[config.mk]
export PLATFORM = sky130hd
export DESIGN_NAME = lsu_ctrl
export DESIGN_NICKNAME = d
export VERILOG_FILES = /design/src/rtl/lsu_ctrl_pkg.sv /design/src/rtl/lsu_ctrl_align.sv /design/src/rtl/lsu_ctrl.sv
export SDC_FILE = /design/constraint.sdc
export NUM_CORES = 1
export LEC_CHECK = 0
export CAP_MARGIN = 5
export CORE_MARGIN = 2
export CORE_UTILIZATION = 35
export CTS_BUF_LIST = sky130_fd_sc_hd__clkbuf_16
export DETAILED_ROUTE_END_ITERATION = 6
export GPL_TIMING_DRIVEN = 0
export HOLD_SLACK_MARGIN = 0.15
export PLACE_DENSITY = 0.72
export SYNTH_ARGS = -nofsm -noshare
export SYNTH_HDL_FRONTEND = slang
export SYNTH_SLANG_ARGS = --single-unit
[constraint.sdc]
create_clock -name clk -period 2.4 [get_ports clk]
set_input_delay 0.48 -clock clk [delete_from_list [all_inputs] [get_ports clk]]
set_output_delay 0.48 -clock clk [all_outputs]
set_load 0.05 [all_outputs]
[src/rtl/lsu_ctrl_pkg.sv]
// Shared encodings for the load/store sequencer: access sizes, error causes, FSM states
// and the address-alignment helpers used by lsu_ctrl.
package lsu_ctrl_pkg;

  localparam logic [1:0] LsuSizeByte = 2'b00;
  localparam logic [1:0] LsuSizeHalf = 2'b01;
  localparam logic [1:0] LsuSizeWord = 2'b10;
  localparam logic [1:0] LsuSizeIll  = 2'b11;

  localparam logic [1:0] LsuErrNone     = 2'b00;
  localparam logic [1:0] LsuErrMisalign = 2'b01;
  localparam logic [1:0] LsuErrTimeout  = 2'b10;
  localparam logic [1:0] LsuErrIllsize  = 2'b11;

  typedef enum logic [2:0] {
    StIdle = 3'd0,
    StReq  = 3'd1,
    StResp = 3'd2,
    StDone = 3'd3,
    StErr  = 3'd4
  } lsu_state_e;

  function automatic logic is_misaligned(input logic [1:0] size, input logic [1:0] a);
    return ((size == LsuSizeHalf) && a[0]) || ((size == LsuSizeWord) && (a != 2'b00));
  endfunction

  // Clears the low address bits that would make the access straddle its natural boundary.
  function automatic logic [1:0] force_align(input logic [1:0] size, input logic [1:0] a);
    case (size)
      LsuSizeHalf: return {a[1], 1'b0};
      LsuSizeWord: return 2'b00;
      default:     return a;
    endcase
  endfunction

endpackage

[src/rtl/lsu_ctrl_align.sv]
// Byte-lane steering for stores and shift/extend of load data; purely combinational.
module lsu_align
  import lsu_ctrl_pkg::*;
(
  input  logic [1:0]  size_i,
  input  logic        sign_i,
  input  logic [1:0]  a_i,
  input  logic [31:0] wdata_i,
  input  logic [31:0] rdata_i,
  output logic [3:0]  be_o,
  output logic [31:0] wdata_o,
  output logic [31:0] rdata_o
);

  logic [31:0] shifted;

  // sign_i == 1 selects zero-extension.
  always_comb begin
    shifted = rdata_i >> {a_i, 3'b000};
    case (size_i)
      LsuSizeByte: begin
        be_o    = 4'b0001 << a_i;
        wdata_o = {4{wdata_i[7:0]}};
        rdata_o = {{24{~sign_i & shifted[7]}}, shifted[7:0]};
      end
      LsuSizeHalf: begin
        be_o    = 4'b0011 << {a_i[1], 1'b0};
        wdata_o = {2{wdata_i[15:0]}};
        rdata_o = {{16{~sign_i & shifted[15]}}, shifted[15:0]};
      end
      default: begin
        be_o    = 4'b1111;
        wdata_o = wdata_i;
        rdata_o = shifted;
      end
    endcase
  end

endmodule

[src/rtl/lsu_ctrl.sv]
// Load/store sequencer: one data-bus transaction per memory op, stalling the pipeline until done.
// Define LSU_MISALIGN_TRAP_EN to trap misaligned accesses instead of force-aligning them.
module lsu_ctrl
  import lsu_ctrl_pkg::*;
#(
  parameter int unsigned WORD_SIZE      = 32,
  parameter int unsigned TIMEOUT_CYCLES = 64,
  parameter int unsigned TO_W           = $clog2(TIMEOUT_CYCLES + 1)
) (
  input  logic                 clk,
  input  logic                 rst_n,
  input  logic                 req_valid,
  input  logic                 mem_read,
  input  logic                 mem_write,
  input  logic [1:0]           data_size,
  input  logic                 data_sign,
  input  logic [WORD_SIZE-1:0] addr,
  input  logic [WORD_SIZE-1:0] wdata,
  output logic                 stall,
  output logic [WORD_SIZE-1:0] load_data,
  output logic                 load_valid,
  output logic                 err,
  output logic [1:0]           err_cause,
  output logic                 bus_req,
  output logic                 bus_we,
  output logic [WORD_SIZE-1:0] bus_addr,
  output logic [3:0]           bus_be,
  output logic [WORD_SIZE-1:0] bus_wdata,
  input  logic                 bus_gnt,
  input  logic                 bus_rvalid,
  input  logic [WORD_SIZE-1:0] bus_rdata
);

  lsu_state_e state_q, state_d;

  logic [WORD_SIZE-1:0] addr_q, addr_d;
  logic [WORD_SIZE-1:0] wdata_q, wdata_d;
  logic [WORD_SIZE-1:0] load_data_q, load_data_d;
  logic [1:0]           size_q, size_d;
  logic [1:0]           cause_q, cause_d;
  logic                 sign_q, sign_d;
  logic                 we_q, we_d;
  logic [TO_W-1:0]      cnt_q, cnt_d;

  logic                 accept;
  logic                 timeout_go;
  logic [3:0]           align_be;
  logic [WORD_SIZE-1:0] align_wdata;
  logic [WORD_SIZE-1:0] align_rdata;

  assign accept = req_valid & (mem_read | mem_write);

  // Expire only when the current phase made no progress this cycle.
  assign timeout_go = (cnt_q >= TO_W'(TIMEOUT_CYCLES - 1)) &
                      (((state_q == StReq) & ~bus_gnt) | ((state_q == StResp) & ~bus_rvalid));

`ifdef LSU_MISALIGN_TRAP_EN
  logic misaligned;
  assign misaligned = is_misaligned(data_size, addr[1:0]);
`endif

  lsu_align u_align (
    .size_i  (size_q),
    .sign_i  (sign_q),
    .a_i     (addr_q[1:0]),
    .wdata_i (wdata_q),
    .rdata_i (bus_rdata),
    .be_o    (align_be),
    .wdata_o (align_wdata),
    .rdata_o (align_rdata)
  );

  always_ff @(posedge clk or negedge rst_n) begin
    if (!rst_n) begin
      state_q <= StIdle;
    end else begin
      state_q <= state_d;
    end
  end

  always_comb begin
    state_d = state_q;
    unique case (state_q)
      StIdle: begin
        if (accept) begin
          if (data_size == LsuSizeIll) begin
            state_d = StErr;
`ifdef LSU_MISALIGN_TRAP_EN
          end else if (misaligned) begin
            state_d = StErr;
`endif
          end else begin
            state_d = StReq;
          end
        end
      end
      StReq: begin
        if (bus_gnt)         state_d = StResp;
        else if (timeout_go) state_d = StErr;
      end
      StResp: begin
        if (bus_rvalid)      state_d = StDone;
        else if (timeout_go) state_d = StErr;
      end
      StDone:  state_d = StIdle;
      StErr:   state_d = StIdle;
      default: state_d = StIdle;
    endcase
  end

  always_ff @(posedge clk or negedge rst_n) begin
    if (!rst_n) begin
      addr_q      <= '0;
      wdata_q     <= '0;
      load_data_q <= '0;
      size_q      <= '0;
      cause_q     <= '0;
      sign_q      <= 1'b0;
      we_q        <= 1'b0;
      cnt_q       <= '0;
    end else begin
      addr_q      <= addr_d;
      wdata_q     <= wdata_d;
      load_data_q <= load_data_d;
      size_q      <= size_d;
      cause_q     <= cause_d;
      sign_q      <= sign_d;
      we_q        <= we_d;
      cnt_q       <= cnt_d;
    end
  end

  always_comb begin
    addr_d      = addr_q;
    wdata_d     = wdata_q;
    load_data_d = load_data_q;
    size_d      = size_q;
    cause_d     = cause_q;
    sign_d      = sign_q;
    we_d        = we_q;
    cnt_d       = cnt_q;
    unique case (state_q)
      StIdle: begin
        if (accept) begin
          addr_d  = addr;
`ifndef LSU_MISALIGN_TRAP_EN
          addr_d[1:0] = force_align(data_size, addr[1:0]);
`endif
          wdata_d = wdata;
          size_d  = data_size;
          sign_d  = data_sign;
          we_d    = mem_write;
          cnt_d   = '0;
          cause_d = LsuErrNone;
`ifdef LSU_MISALIGN_TRAP_EN
          if (misaligned) cause_d = LsuErrMisalign;
`endif
          if (data_size == LsuSizeIll) cause_d = LsuErrIllsize;
        end
      end
      StReq, StResp: begin
        cnt_d = cnt_q + TO_W'(1);
        if (timeout_go) cause_d = LsuErrTimeout;
        if ((state_q == StResp) && bus_rvalid) load_data_d = align_rdata;
      end
      default: ;
    endcase
  end

  // Bus fields are gated so the bus is quiet whenever no request is outstanding.
  always_comb begin
    bus_req    = (state_q == StReq);
    bus_we     = bus_req & we_q;
    bus_addr   = bus_req ? {addr_q[WORD_SIZE-1:2], 2'b00} : '0;
    bus_be     = bus_req ? align_be : 4'b0000;
    bus_wdata  = bus_req ? align_wdata : '0;
    load_valid = (state_q == StDone);
    err        = (state_q == StErr);
    err_cause  = err ? cause_q : 2'b00;
    load_data  = load_data_q;
    stall      = req_valid & ~load_valid & ~err;
  end

endmodule

==> Word-level counts from Yosys, hierarchy flattened <==
Cells that the tools add are included.
Widths: inputs -> output; s select.
{ "word_totals": {"in_bits": 106, "word_cells": 69, "out_inout_bits": 107, "regBits": 112} }
{ "op_classes": {"n_bitwise": 16, "reduce_logical": 9, "add_sub_neg": 1, "mux": 20, "n_shift": 3, "magnitude_cmp": 1, "n_eq_ne": 10} }
{ "op_table": {"columns": ["operator", "n"], "rows": [
  ["$pmux 32 s2", 2],
  ["$mux 32", 2],
  ["$shr 32x5->32", 1],
  ["$mux 3", 5],
  ["$pmux 7 s2", 1],
  ["$and 1x1->1", 9],
  ["$pmux 3 s3", 1],
  ["$mux 2", 4],
  ["$pmux 2 s2", 2],
  ["$pmux 4 s2", 1],
  ["$add 7x1->7 const B", 1],
  ["$ge 7x6->1 const B", 1],
  ["$mux 7", 1],
  ["$eq 3x2->1 const B", 2],
  ["$reduce_and 2->1", 3],
  ["$not 1->1", 5],
  ["$eq 2x1->1 const B", 2],
  ["$eq 2x2->1 const B", 2],
  ["$mux 4", 1],
  ["$ne 2x2->1 const B", 2],
  ["$shl 1x2->4 const A", 1],
  ["$shl 2x2->4 const A", 1],
  ["$eq 3x1->1 const B", 1],
  ["$eq 3x3->1 const B", 1],
  ["other kinds (7)", 8]
]} }

==> Logic depth before layout (Yosys ltp) <==
Gate-level depths: netlist (run 1).
{ "depth": {"depth_word": 7, "ltp_mapped": 8} }

==> Cells and area by module <==
Synthesis (run 1) repeated with hierarchy kept, for this count alone.
{ "hier_totals": {"hier_cells": 694, "area_unflattened_um2": 6328.6} }
{ "by_module_without_submodules": {"columns": ["module", "n_inst", "area_each_um2", "cells_per_inst", "seq_area_each_um2"], "rows": [
  ["lsu_ctrl", 1, 5023.6, 510, 2802.7],
  ["lsu_align", 1, 1305.0, 184, 0.0]
]} }

==> Least setup slack after synthesis (run 1) <==
OpenSTA, ideal clock, no wires.
{ "synth_path": {"path_type": "flip-flop to output port", "start": "register state_q[2]", "end": "output port stall", "path_stages_with_launch": 4, "t_required_ns": 1.920, "slack_ns": -0.637, "arrival_ns": 2.557, "path_cell_list": "dfrtp_1 -> clkbuf_1 -> nor3b_1 -> nor3b_1"} }
{ "synth_rtl": {"columns": ["item", "line", "text"], "rows": [
  ["start: declaration", "lsu_ctrl.sv:34", "lsu_state_e state_q, state_d;"],
  ["start signal: assignment", "lsu_ctrl.sv:75", "state_q <= StIdle;"],
  ["start signal: assignment", "lsu_ctrl.sv:77", "state_q <= state_d;"],
  ["$eq 3x3->1", "lsu_ctrl.sv:178", "err = (state_q == StErr);"],
  ["net err", "lsu_ctrl.sv:22", "output logic err,"],
  ["$not 1->1", "lsu_ctrl.sv:181", "stall = req_valid & ~load_valid & ~err;"],
  ["$and 1x1->1", "lsu_ctrl.sv:181", null],
  ["end: declaration", "lsu_ctrl.sv:19", "output logic stall,"]
]} }
The timed path passes the listed nets, and every way through them passes these cells.

==> Worst setup path in the final report (run 1) <==
{ "layout_path": {"start": "register state_q[2]", "end": "output port bus_be[2]"} }
{ "layout_via": {"elab_chain_len": 2} }
{ "layout_rtl": {"columns": ["item", "line", "text"], "rows": [
  ["$eq 3x1->1", "lsu_ctrl.sv:172", "bus_req = (state_q == StReq);"],
  ["$mux 4", "lsu_ctrl.sv:175", "bus_be = bus_req ? align_be : 4'b0000;"],
  ["end: declaration", "lsu_ctrl.sv:27", "output logic [3:0] bus_be,"]
]} }
No other way between the ends.

==> results of run 1 <==
[through the flow]
| stage | util (%) | power [uW] | TNS (ns) |
|---|---|---|---|
| final | 56.6 | 12200 | -0.142 |
| after global routing | 56.6 | 12900 | -3.23 |
| after CTS | 55.1 | 11900 | -0.984 |
| after detailed placement | 52.0 | 10000 | -74.01 |
| after global placement | 51.8 | 9920 | -491.24 |
| after floorplan | - | 7810 | -5.69 |
[synth_stat cells, types with 2 or more instances]
| master | number |
|---|---|
| mux2_2 | 10 |
| nor2_1 | 56 |
| nand3_1 | 19 |
| nor2b_1 | 4 |
| xnor2_1 | 4 |
| or2_2 | 2 |
| o21ai_0 | 20 |
| nand2_1 | 233 |
| o32ai_1 | 2 |
| nor3_1 | 5 |
| a22o_1 | 2 |
| buf_2 | 14 |
| buf_6 | 2 |
| dfrtp_1 | 112 |
| nand2b_1 | 4 |
| clkbuf_1 | 22 |
| a21oi_1 | 33 |
| and2_1 | 48 |
| inv_1 | 2 |
| nor3b_1 | 2 |
| a221o_1 | 8 |
| ha_1 | 3 |
| a211oi_1 | 2 |
| o21a_1 | 2 |
| mux2i_1 | 35 |
| buf_1 | 6 |
| a21o_1 | 2 |
| buf_4 | 3 |
[layer usage]
metal  track usage, %  wire [um]
met1             27.7       7930
met2             36.0       8990
met3             7.07       1670
met4             5.79        330
met5                0         11
[critical path: stages, from the launching register on]
cell and delay, ns:
dfrtp_1 0.39, buf_6 0.12, or3b_4 0.47, buf_6 0.15, buf_6 0.11, a211oi_4 0.16
buf_6 0.19
[registers in the layout, summed over array words and instances, names as in the netlist]
register   count
addr_q        32
wdata_q       32
size_q         2
cause_q        2
we_q           1
state_q        3
sign_q         1
cnt_q          7
load_data     32
[path summary, 6_finish.rpt]
path | endpoint | slack (ns) | start | cells past startpoint
max in group asynchronous | we_q | 1.07 | rst_n | 3
setup / recovery | bus_be[2] | -0.03 | state_q[2] | 6
min in group asynchronous | load_data[21] | 0.63 | rst_n | 2
hold reg to reg | cause_q[0] | 0.47 | cause_q[0] | 1
hold / removal | cause_q[0] | 0.47 | cause_q[0] | 1
setup reg to reg | addr_q[18] | 0.25 | state_q[0] | 9
[repair_timing]
action | CTS | global route
endpoints found under the setup margin | 73 | 79
gates cloned | 0 | 1
gates resized for setup | 514 | 64
hold endpoints to repair | 44 | 0
hold buffers | 1 | 0
pin swaps | 1 | 10
buffers inserted | 11 | 1
[final cells by class]
cell class	instances	area (sq um)
Inverter	2	12.5
Clock inverter	7	76.3
Buffer	43	294
Multi-Input combinational cell	518	2990
Timing Repair Buffer	225	2380
Clock buffer	9	225
Tap cell	216	270
Fill cell	1496	6940
Sequential cell	112	2800
[where the power goes]
group | leakage, uW | switching (uW) | internal [uW]
logic | 0.00266 | 4550 | 2750
clock network | 0.000143 | 743 | 821
registers | 0.00140 | 557 | 2740
[cells by family (layout without fill, tap and decap cells)]
kind of cell,count (synthesis),in the layout,share of synthesized area (%)
AOI/OAI and AO/OA,79,79,8.53
DFF,112,112,48.6
xor gates and xnor gates,4,4,0.608
buffers and inverters,49,286,3.95
adders and majority gates,3,3,0.651
muxes,46,46,8.42
and+or+nand+nor,384,384,29.2
other,1,2,0.0651
[layout by cell type (no fill, tap or decap), types with 4 or more instances in the layout]
| cell type | count |
|---|---|
| a21oi_1 | 25 |
| a21oi_2 | 8 |
| a221o_1 | 8 |
| and2_1 | 29 |
| and2_2 | 4 |
| and2_4 | 15 |
| buf_2 | 12 |
| buf_4 | 21 |
| buf_6 | 48 |
| buf_8 | 20 |
| clkbuf_1 | 13 |
| clkbuf_16 | 10 |
| clkbuf_4 | 6 |
| clkdlybuf4s50_1 | 136 |
| dfrtp_1 | 111 |
| inv_6 | 4 |
| mux2_2 | 10 |
| mux2i_1 | 35 |
| nand2_1 | 233 |
| nand2b_1 | 4 |
| nand3_1 | 19 |
| nor2_1 | 37 |
| nor2_2 | 5 |
| nor2_4 | 14 |
| nor2b_1 | 4 |
| o21ai_0 | 19 |
| xnor2_1 | 4 |
==> run_results.csv, run 1 <==
group,metric,value,unit
sta,tightest_slew,0.606,ns
clock_tree,root_buffer,"clkbuf_16",
setup_path,start_kind,"flip-flop",
yosys,ys_seq_area_share,48.6,%
floorplanning,initial_core_util,36.0,%
drt,vias,5482,
yosys,yosys.area.top_type,"dfrtp_1",
drt,routedWlPerCell,16.7,um
place,dp_cells,1106,
sta,final.period_utilization,101,%
hold_path,hold_path.class,"reg2reg",
sta,slew_violations,0,
grt,grt_pass1_vias,5536,
sta,clock_skew,0.0115,ns
yosys,synthFlopType,"dfrtp_1",
sta,fmax,0.411,GHz
grt,grt_pass1_wl,30.3,mm
status,violations,"setup timing",
clock_tree,clkTransAtPathRegs,0.07,ns
yosys,syn_area_per_cell,8.50,sq um
grt,grt_overflow_total,0,
cells_and_area,design_area,9060,sq um
pwr,power_density,1340,nW/um^2
place,gp_congestion,0.865,
floorplanning,ioPinCount,213,
floorplanning,dieArea,17500,sq um
yosys,synth_top_area_share,48.6,%
yosys,yosysWarningCount,0,
status,outcome,"finished with violations",
sta,whs,0.466,ns
cells_and_area,syn_to_final_growth,57.2,%
setup_path,critPathCaptureType,"primary output",
cells_and_area,drive_above_1_share,22.3,%
clock_tree,clk_latency,0.36,ns
clock_tree,cts_tree,"yes",
setup_path,cp_max_fo,6,
grt,antenna_found_initial,1,
place,pre_cts_ws,-1.06,ns
cells_and_area,fin_nets,1020,
floorplanning,core,16000,sq um
cells_and_area,final_cells,1132,
setup_path,cp.arrival,1.95,ns
drt,drc,0,
sta,period_minus_slack,2.43,ns
yosys,synth-edff-count,0,
drt,final_antenna_net_count,0,
drt,wl,18.9,mm
yosys,syn_inst,678,
sta,max_slew_margin,59.4,%
place,port_buffers,210,
sta,setup_violations,20,
yosys,synth_area_leaders,"dfrtp_1 49%, nand2_1 15%, mux2i_1 6.1%, and2_1 5.2%, nor2_1 3.6%",
sta,fin_ws,-0.0341,ns
cells_and_area,antenna_cells,0,
sta,hold_viol,0,
floorplanning,die_h,132,um
drt,vias_per_cell,4.84,
grt,grtUsageTotal,21.8,%
floorplanning,num_rows,46,
setup_path,cp_data_required_time,1.92,ns
drt,drtPass1Iterations,5,
place,dp.final_hpwl,13.9,mm
yosys,synth_cell_types,49,
grt,grt_max_degree,69,
sta,grt_setup_unrepaired,"true",
clock_tree,cts-htree-levels,3,
place,dpl_cell_area,8320,sq um
setup_path,critPathKind,"reg2out",
yosys,synth-async-reset-ratio,100,%
pwr,p_leak,0.00421,uW
drt,drt-initial-drc-count,271,
yosys,syn_area,5760,sq um
clock_tree,cts_buffers,9,
yosys,ys_seq_elements,112,
clock_tree,clock_sinks,112,
run,max_cap_viol_count,0,
floorplanning,die_w,132,um
clock_tree,cts_buffer_depth,2,
pwr,irDropWorstVdd,0.706,mV
(Power assumes the default switching activity.)
==> inputs of run 2 (changes only) <==
--- a/config.mk
+++ b/config.mk
@@ -5,6 +5,7 @@
 export SDC_FILE = /design/constraint.sdc
 export NUM_CORES = 1
 export LEC_CHECK = 0
+export ABC_AREA = 1
 export CAP_MARGIN = 5
 export CORE_MARGIN = 2
 export CORE_UTILIZATION = 35
@@ -12,7 +13,8 @@
 export DETAILED_ROUTE_END_ITERATION = 6
 export GPL_TIMING_DRIVEN = 0
 export HOLD_SLACK_MARGIN = 0.15
-export PLACE_DENSITY = 0.72
+export PLACE_DENSITY = 0.71
 export SYNTH_ARGS = -nofsm -noshare
 export SYNTH_HDL_FRONTEND = slang
 export SYNTH_SLANG_ARGS = --single-unit
+export TNS_END_PERCENT = 30
==> run_results.csv, run 2 <==
group,metric,value,unit
status,outcome,"finished clean",
yosys,synth-edff-count,0,
setup_path,r2r-start,"size_q[0]",
place,port_buffers,210,
clock_tree,clkTransAtPathRegs,0.08,ns
yosys,ys_seq_elements,112,
yosys,synth_cell_types,28,
grt,use_met2,36.3,%
pwr,power_density,1360,nW/um^2
cells_and_area,drive_above_1_share,15.4,%
hold_path,hold_start,"load_data[6]",
setup_path,cp_max_fo,10,
sta,fmax,0.428,GHz
yosys,synth_common_cells,"247 x nand2_1, 112 x dfrtp_1, 98 x nor2_1",
cells_and_area,syn_to_final_growth,45.7,%
yosys,yosys.area.top_type,"dfrtp_1",
yosys,synth_top_area_share,47.3,%
grt,grtUsageTotal,22.5,%
cells_and_area,layout_commonest_cell,"nand2_1",
place,gp_congestion,0.922,
cells_and_area,fin_nets,1142,
drt,final_antenna_net_count,0,
yosys,syn_area_per_cell,7.31,sq um
yosys,ys_seq_area_share,47.3,%
clock_tree,cts_buffer_depth,2,
floorplanning,core,16600,sq um
setup_path,critPathCaptureType,"primary output",
drt,drc,0,
setup_path,startpoint,"state_q[1]",
setup_path,r2r_slack,0.72,ns
hold_path,hold_path.class,"reg2reg",
grt,met3_usage,6.80,%
sta,final.period_utilization,97.4,%
sta,fin_ws,0.0616,ns
floorplanning,dieArea,18000,sq um
yosys,syn_area,5920,sq um
setup_path,reg2regPathDepth,8,
floorplanning,initial_core_util,35.7,%
sta,hold_viol,0,
grt,grt_use_met1,29.5,%
place,dp.final_hpwl,15.1,mm
grt,grt_pass1_vias,5862,
cells_and_area,layout_common_cells,"247 x nand2_1, 136 x clkdlybuf4s50_1, 112 x dfrtp_1",
setup_path,cp_data_required_time,1.92,ns
drt,drt-initial-drc-count,438,
pwr,irDropWorstVdd,0.731,mV
yosys,synth_area_leaders,"dfrtp_1 47%, nand2_1 16%, nor2_1 6.2%, nand3_1 5.7%, o21ai_0 5.7%",
yosys,yosysMostFrequentCell,"nand2_1",
clock_tree,cts-htree-levels,3,
drt,routedWlPerCell,15.9,um
yosys,syn_inst,810,
clock_tree,postCtsSetupRepairBufs,0,
cells_and_area,nFillCells,1607,
cells_and_area,antenna_cells,0,
clock_tree,root_buffer,"clkbuf_16",
sta,clock_skew,0.00914,ns
clock_tree,cts_tree,"yes",
yosys,synthFlopType,"dfrtp_1",
place,pre_cts_ws,-0.408,ns
clock_tree,clock_sinks,112,
floorplanning,die_w,134,um
floorplanning,num_rows,47,
run,max_cap_viol_count,0,
sta,tightest_slew,0.585,ns
yosys,yosysWarningCount,0,
grt,grt_pass1_wl,31.3,mm
drt,wl,20.0,mm
sta,slew_violations,0,
floorplanning,ioPinCount,213,
grt,antenna_found_initial,0,
grt,gr-max-usage-layer,"met2",
sta,period_minus_slack,2.34,ns
setup_path,cp.arrival,1.86,ns
grt,grt_max_degree,85,
drt,drtPass1Iterations,6,
pwr,p_leak,0.00419,uW
cells_and_area,fin_util,52.0,%
floorplanning,die_h,134,um
setup_path,critPathKind,"reg2out",
clock_tree,cts_buffers,9,
clock_tree,clk_latency,0.37,ns
drt,vias_per_cell,4.81,
grt,grt_overflow_total,0,
sta,max_slew_margin,61.0,%
sta,setup_violations,0,
setup_path,start_kind,"flip-flop",
drt,vias,6057,
setup_path,crit-reg2reg-capture,"load_data[22]",
setup_path,setup.worst_path.end,"bus_wdata[31]",
yosys,synth-async-reset-ratio,100,%
run 2: logic make-up (layout without fill, tap and decap cells):
group	after synthesis	count (layout)	synth area share, %
buf+inv	141	368	10.8
xor+xnor	2	2	0.296
flops	112	112	47.3
compound gates	106	106	9.30
fa+ha+maj	3	3	0.634
other cells	1	2	0.0633
simple gates	445	445	31.6
run 2: metal layers:
layer  vias up  wire, um
met5         -         0
met4         0       371
met3        27      1950
met2       284      9100
met1      2792      8540
li1       2954         -
run 2: through the flow:
step / cell area (sq um) / hold slack, ns / setup TNS (ns) / cells / power [uW]
6_report: 8630 / 0.481 / 0 / 1258 / 11700
5_1_grt: 8630 / 0.507 / -0.00275 / 1258 / 12500
4_1_cts: 8580 / 0.486 / -0.761 / 1259 / 11700
3_5_place_dp: 8340 / 0.384 / -6.22 / 1242 / 10300
3_3_place_gp: 8310 / 0.463 / -407.63 / 1241 / 10200
2_1_floorplan: 5930 / 0.184 / -0.216 / 811 / 7900
run 2: worst max-delay path, cell delays in order, from the launching register on:
cell      delay, ns
dfrtp_1        0.43
inv_2          0.11
nand3_4        0.12
clkbuf_2       0.24
nor3_1         0.33
buf_4          0.26
run 2: layout make-up:
class                   instances  area, sq um  share of cell area [%]
inverters                      94          358                    4.15
repair buffers                212         2090                    24.3
clock inverters                 7         61.3                   0.711
clock buffers                   9          225                    2.61
well taps                     220          275                    3.19
plain buffers                  46          292                    3.38
flip-flops and latches        112         2800                    32.5
multi-input cells             558         2520                    29.2
run 2: worst min path at each step:
stage,cells past startpoint,slack (ns),end
floorplan,0,0.18,addr_q[0]
global placement,2,0.46,wdata_q[18]
detailed placement,1,0.38,we_q
CTS,2,0.49,load_data[6]
global route,2,0.51,load_data[2]
finish,2,0.48,load_data[6]
run 2: power breakdown:
group	switching (uW)	total, uW	internal (uW)	leakage, uW
registers	473	3240	2770	0.00137
logic	4800	6960	2170	0.00267
clock network	776	1500	729	0.000140
total	6050	11700	5660	0.00419
run 2: timing repair:
| item | 4_1_cts | 5_1_grt |
|---|---|---|
| setup endpoints to repair | 73 | 57 |
| hold buffers | 1 | 0 |
| endpoints found under the hold margin | 28 | 0 |
| resized for setup | 285 | 36 |
==> inputs of run 3 (changes only) <==
--- a/config.mk
+++ b/config.mk
@@ -12,8 +12,9 @@
 export CTS_BUF_LIST = sky130_fd_sc_hd__clkbuf_16
 export DETAILED_ROUTE_END_ITERATION = 6
 export GPL_TIMING_DRIVEN = 0
-export HOLD_SLACK_MARGIN = 0.15
+export MAX_ROUTING_LAYER = met4
 export PLACE_DENSITY = 0.71
+export SLEW_MARGIN = 25
 export SYNTH_ARGS = -nofsm -noshare
 export SYNTH_HDL_FRONTEND = slang
 export SYNTH_SLANG_ARGS = --single-unit
==> run_results.csv, run 3 (synthesized netlist as in run 2, its figures left out) <==
group,metric,value,unit
status,outcome,"finished clean",
floorplanning,dieArea,18000,sq um
drt,drt-initial-drc-count,451,
sta,period_minus_slack,2.31,ns
clock_tree,clk_latency,0.37,ns
cells_and_area,nFillCells,1660,
place,port_buffers,210,
sta,max_slew_margin,58.4,%
cells_and_area,final_cells,1257,
place,dp_cells,1242,
grt,grt_max_degree,66,
floorplanning,die_w,134,um
clock_tree,cts-htree-levels,3,
floorplanning,initial_core_util,35.7,%
setup_path,critPathSlowestCell,"dfrtp_1",
run,max_cap_viol_count,0,
setup_path,cp_max_fo,10,
pwr,power_density,1360,nW/um^2
clock_tree,clkTransAtPathRegs,0.08,ns
setup_path,r2r-start,"size_q[0]",
clock_tree,clock_sinks,112,
place,dp.final_hpwl,15.1,mm
clock_tree,cts_buffer_depth,2,
clock_tree,root_buffer,"clkbuf_16",
sta,clock_skew,0.00988,ns
setup_path,r2r_slack,0.73,ns
pwr,p_total,11700,uW
sta,whs,0.0590,ns
setup_path,start_kind,"flip-flop",
cells_and_area,layout_common_cells,"247 x nand2_1, 136 x clkdlybuf4s50_1, 112 x dfrtp_1",
clock_tree,cts_tree,"yes",
drt,final_antenna_net_count,0,
sta,tightest_slew,0.623,ns
clock_tree,postCtsSetupRepairBufs,0,
pwr,p_leak,0.00420,uW
floorplanning,num_rows,47,
setup_path,crit-reg2reg-capture,"load_data[23]",
drt,drc,0,
setup_path,reg2regPathDepth,8,
cells_and_area,fin_nets,1141,
grt,grt_overflow_total,0,
cells_and_area,drive_above_1_share,15.5,%
cells_and_area,syn_to_final_growth,45.1,%
sta,slew_violations,0,
setup_path,path_cells,"inv_2 -> nand3_4 -> inv_2 -> buf_4 -> o21ai_1 -> a21oi_2 -> buf_4",
grt,grt_pass1_vias,5902,
sta,hold_viol,0,
setup_path,cp_data_required_time,1.92,ns
grt,grtUsageTotal,22.9,%
setup_path,startpoint,"state_q[1]",
drt,vias,6038,
sta,setup_violations,0,
setup_path,critPathKind,"reg2out",
sta,fmax,0.433,GHz
drt,wl,19.7,mm
pwr,irDropWorstVdd,0.698,mV
setup_path,cp.arrival,1.83,ns
setup_path,cp_slowest_stage_delay,0.42,ns
cells_and_area,layout_commonest_cell,"nand2_1",
hold_path,hold_path.class,"in2async",
floorplanning,die_h,134,um
floorplanning,core,16600,sq um
setup_path,worst-path-buf-inv,4,
place,gp_congestion,0.937,
clock_tree,cts_buffers,9,
drt,drtPass1Iterations,5,
grt,antenna_found_initial,0,
cells_and_area,antenna_cells,0,
floorplanning,ioPinCount,213,
drt,vias_per_cell,4.80,
setup_path,critical_path.top_delay_family,"buffers and inverters",
setup_path,critPathCaptureType,"primary output",
sta,final.period_utilization,96.3,%
drt,routedWlPerCell,15.7,um
grt,grt_pass1_wl,31.0,mm
-- run 3: metal layers --
layer | part of all wire [%] | track usage, %
met5 | 0 | -
met4 | 1.5 | 5.15
met3 | 9.4 | 6.95
met2 | 46 | 36.1
met1 | 43 | 29.4
-- run 3: how the worst max path moves through the flow --
| stage | to | cells after the start |
|---|---|---|
| after global placement | wdata_q[0] | 1 |
| after CTS | bus_wdata[21] | 6 |
| final | bus_be[2] | 7 |
| after detailed placement | bus_be[1] | 7 |
| after floorplan | err_cause[0] | 3 |
| after global routing | bus_be[2] | 7 |
-- run 3: report_power, final --
| group | total [uW] | switching, uW | leakage [uW] | internal [uW] |
|---|---|---|---|---|
| Sequential | 3240 | 474 | 0.00137 | 2770 |
| Combinational | 6920 | 4780 | 0.00269 | 2150 |
| Clock | 1500 | 776 | 0.000136 | 727 |
| Total | 11700 | 6020 | 0.00420 | 5640 |
-- run 3: cell type report --
class | instances | area [sq um] | share of cell area, %
Timing Repair Buffer | 211 | 2050 | 23.9
Buffer | 46 | 292 | 3.39
Sequential cell | 112 | 2800 | 32.6
Multi-Input combinational cell | 558 | 2530 | 29.4
Tap cell | 220 | 275 | 3.20
Inverter | 94 | 358 | 4.17
Clock buffer | 9 | 225 | 2.62
Clock inverter | 7 | 60.1 | 0.699
-- run 3: through the flow --
stage	setup TNS, ns	util, %	cell area, sq um	setup WS (ns)
after global placement	-414.47	50.1	8310	-3.66
after floorplan	-0.216	-	5930	-0.0311
after detailed placement	-6.48	50.3	8340	-0.412
after global routing	-0.00738	51.8	8590	-0.00288
final	0	51.8	8590	0.0888
after CTS	-0.670	51.7	8570	-0.185
-- run 3: worst register-to-register path, cell delays in order, from the launching register on --
cell and delay, ns:
dfrtp_1 0.40, inv_2 0.18, nand2_4 0.19, nor2_1 0.22, nand3_2 0.17, buf_2 0.23
nand3_1 0.13, nand2_1 0.06, inv_1 0.04
-- run 3: what timing repair did --
| item | CTS | global route |
|---|---|---|
| hold buffers | 0 | 0 |
| endpoints found under the setup margin | 72 | 60 |
| cloned | 0 | 0 |
| resized for setup | 281 | 39 |
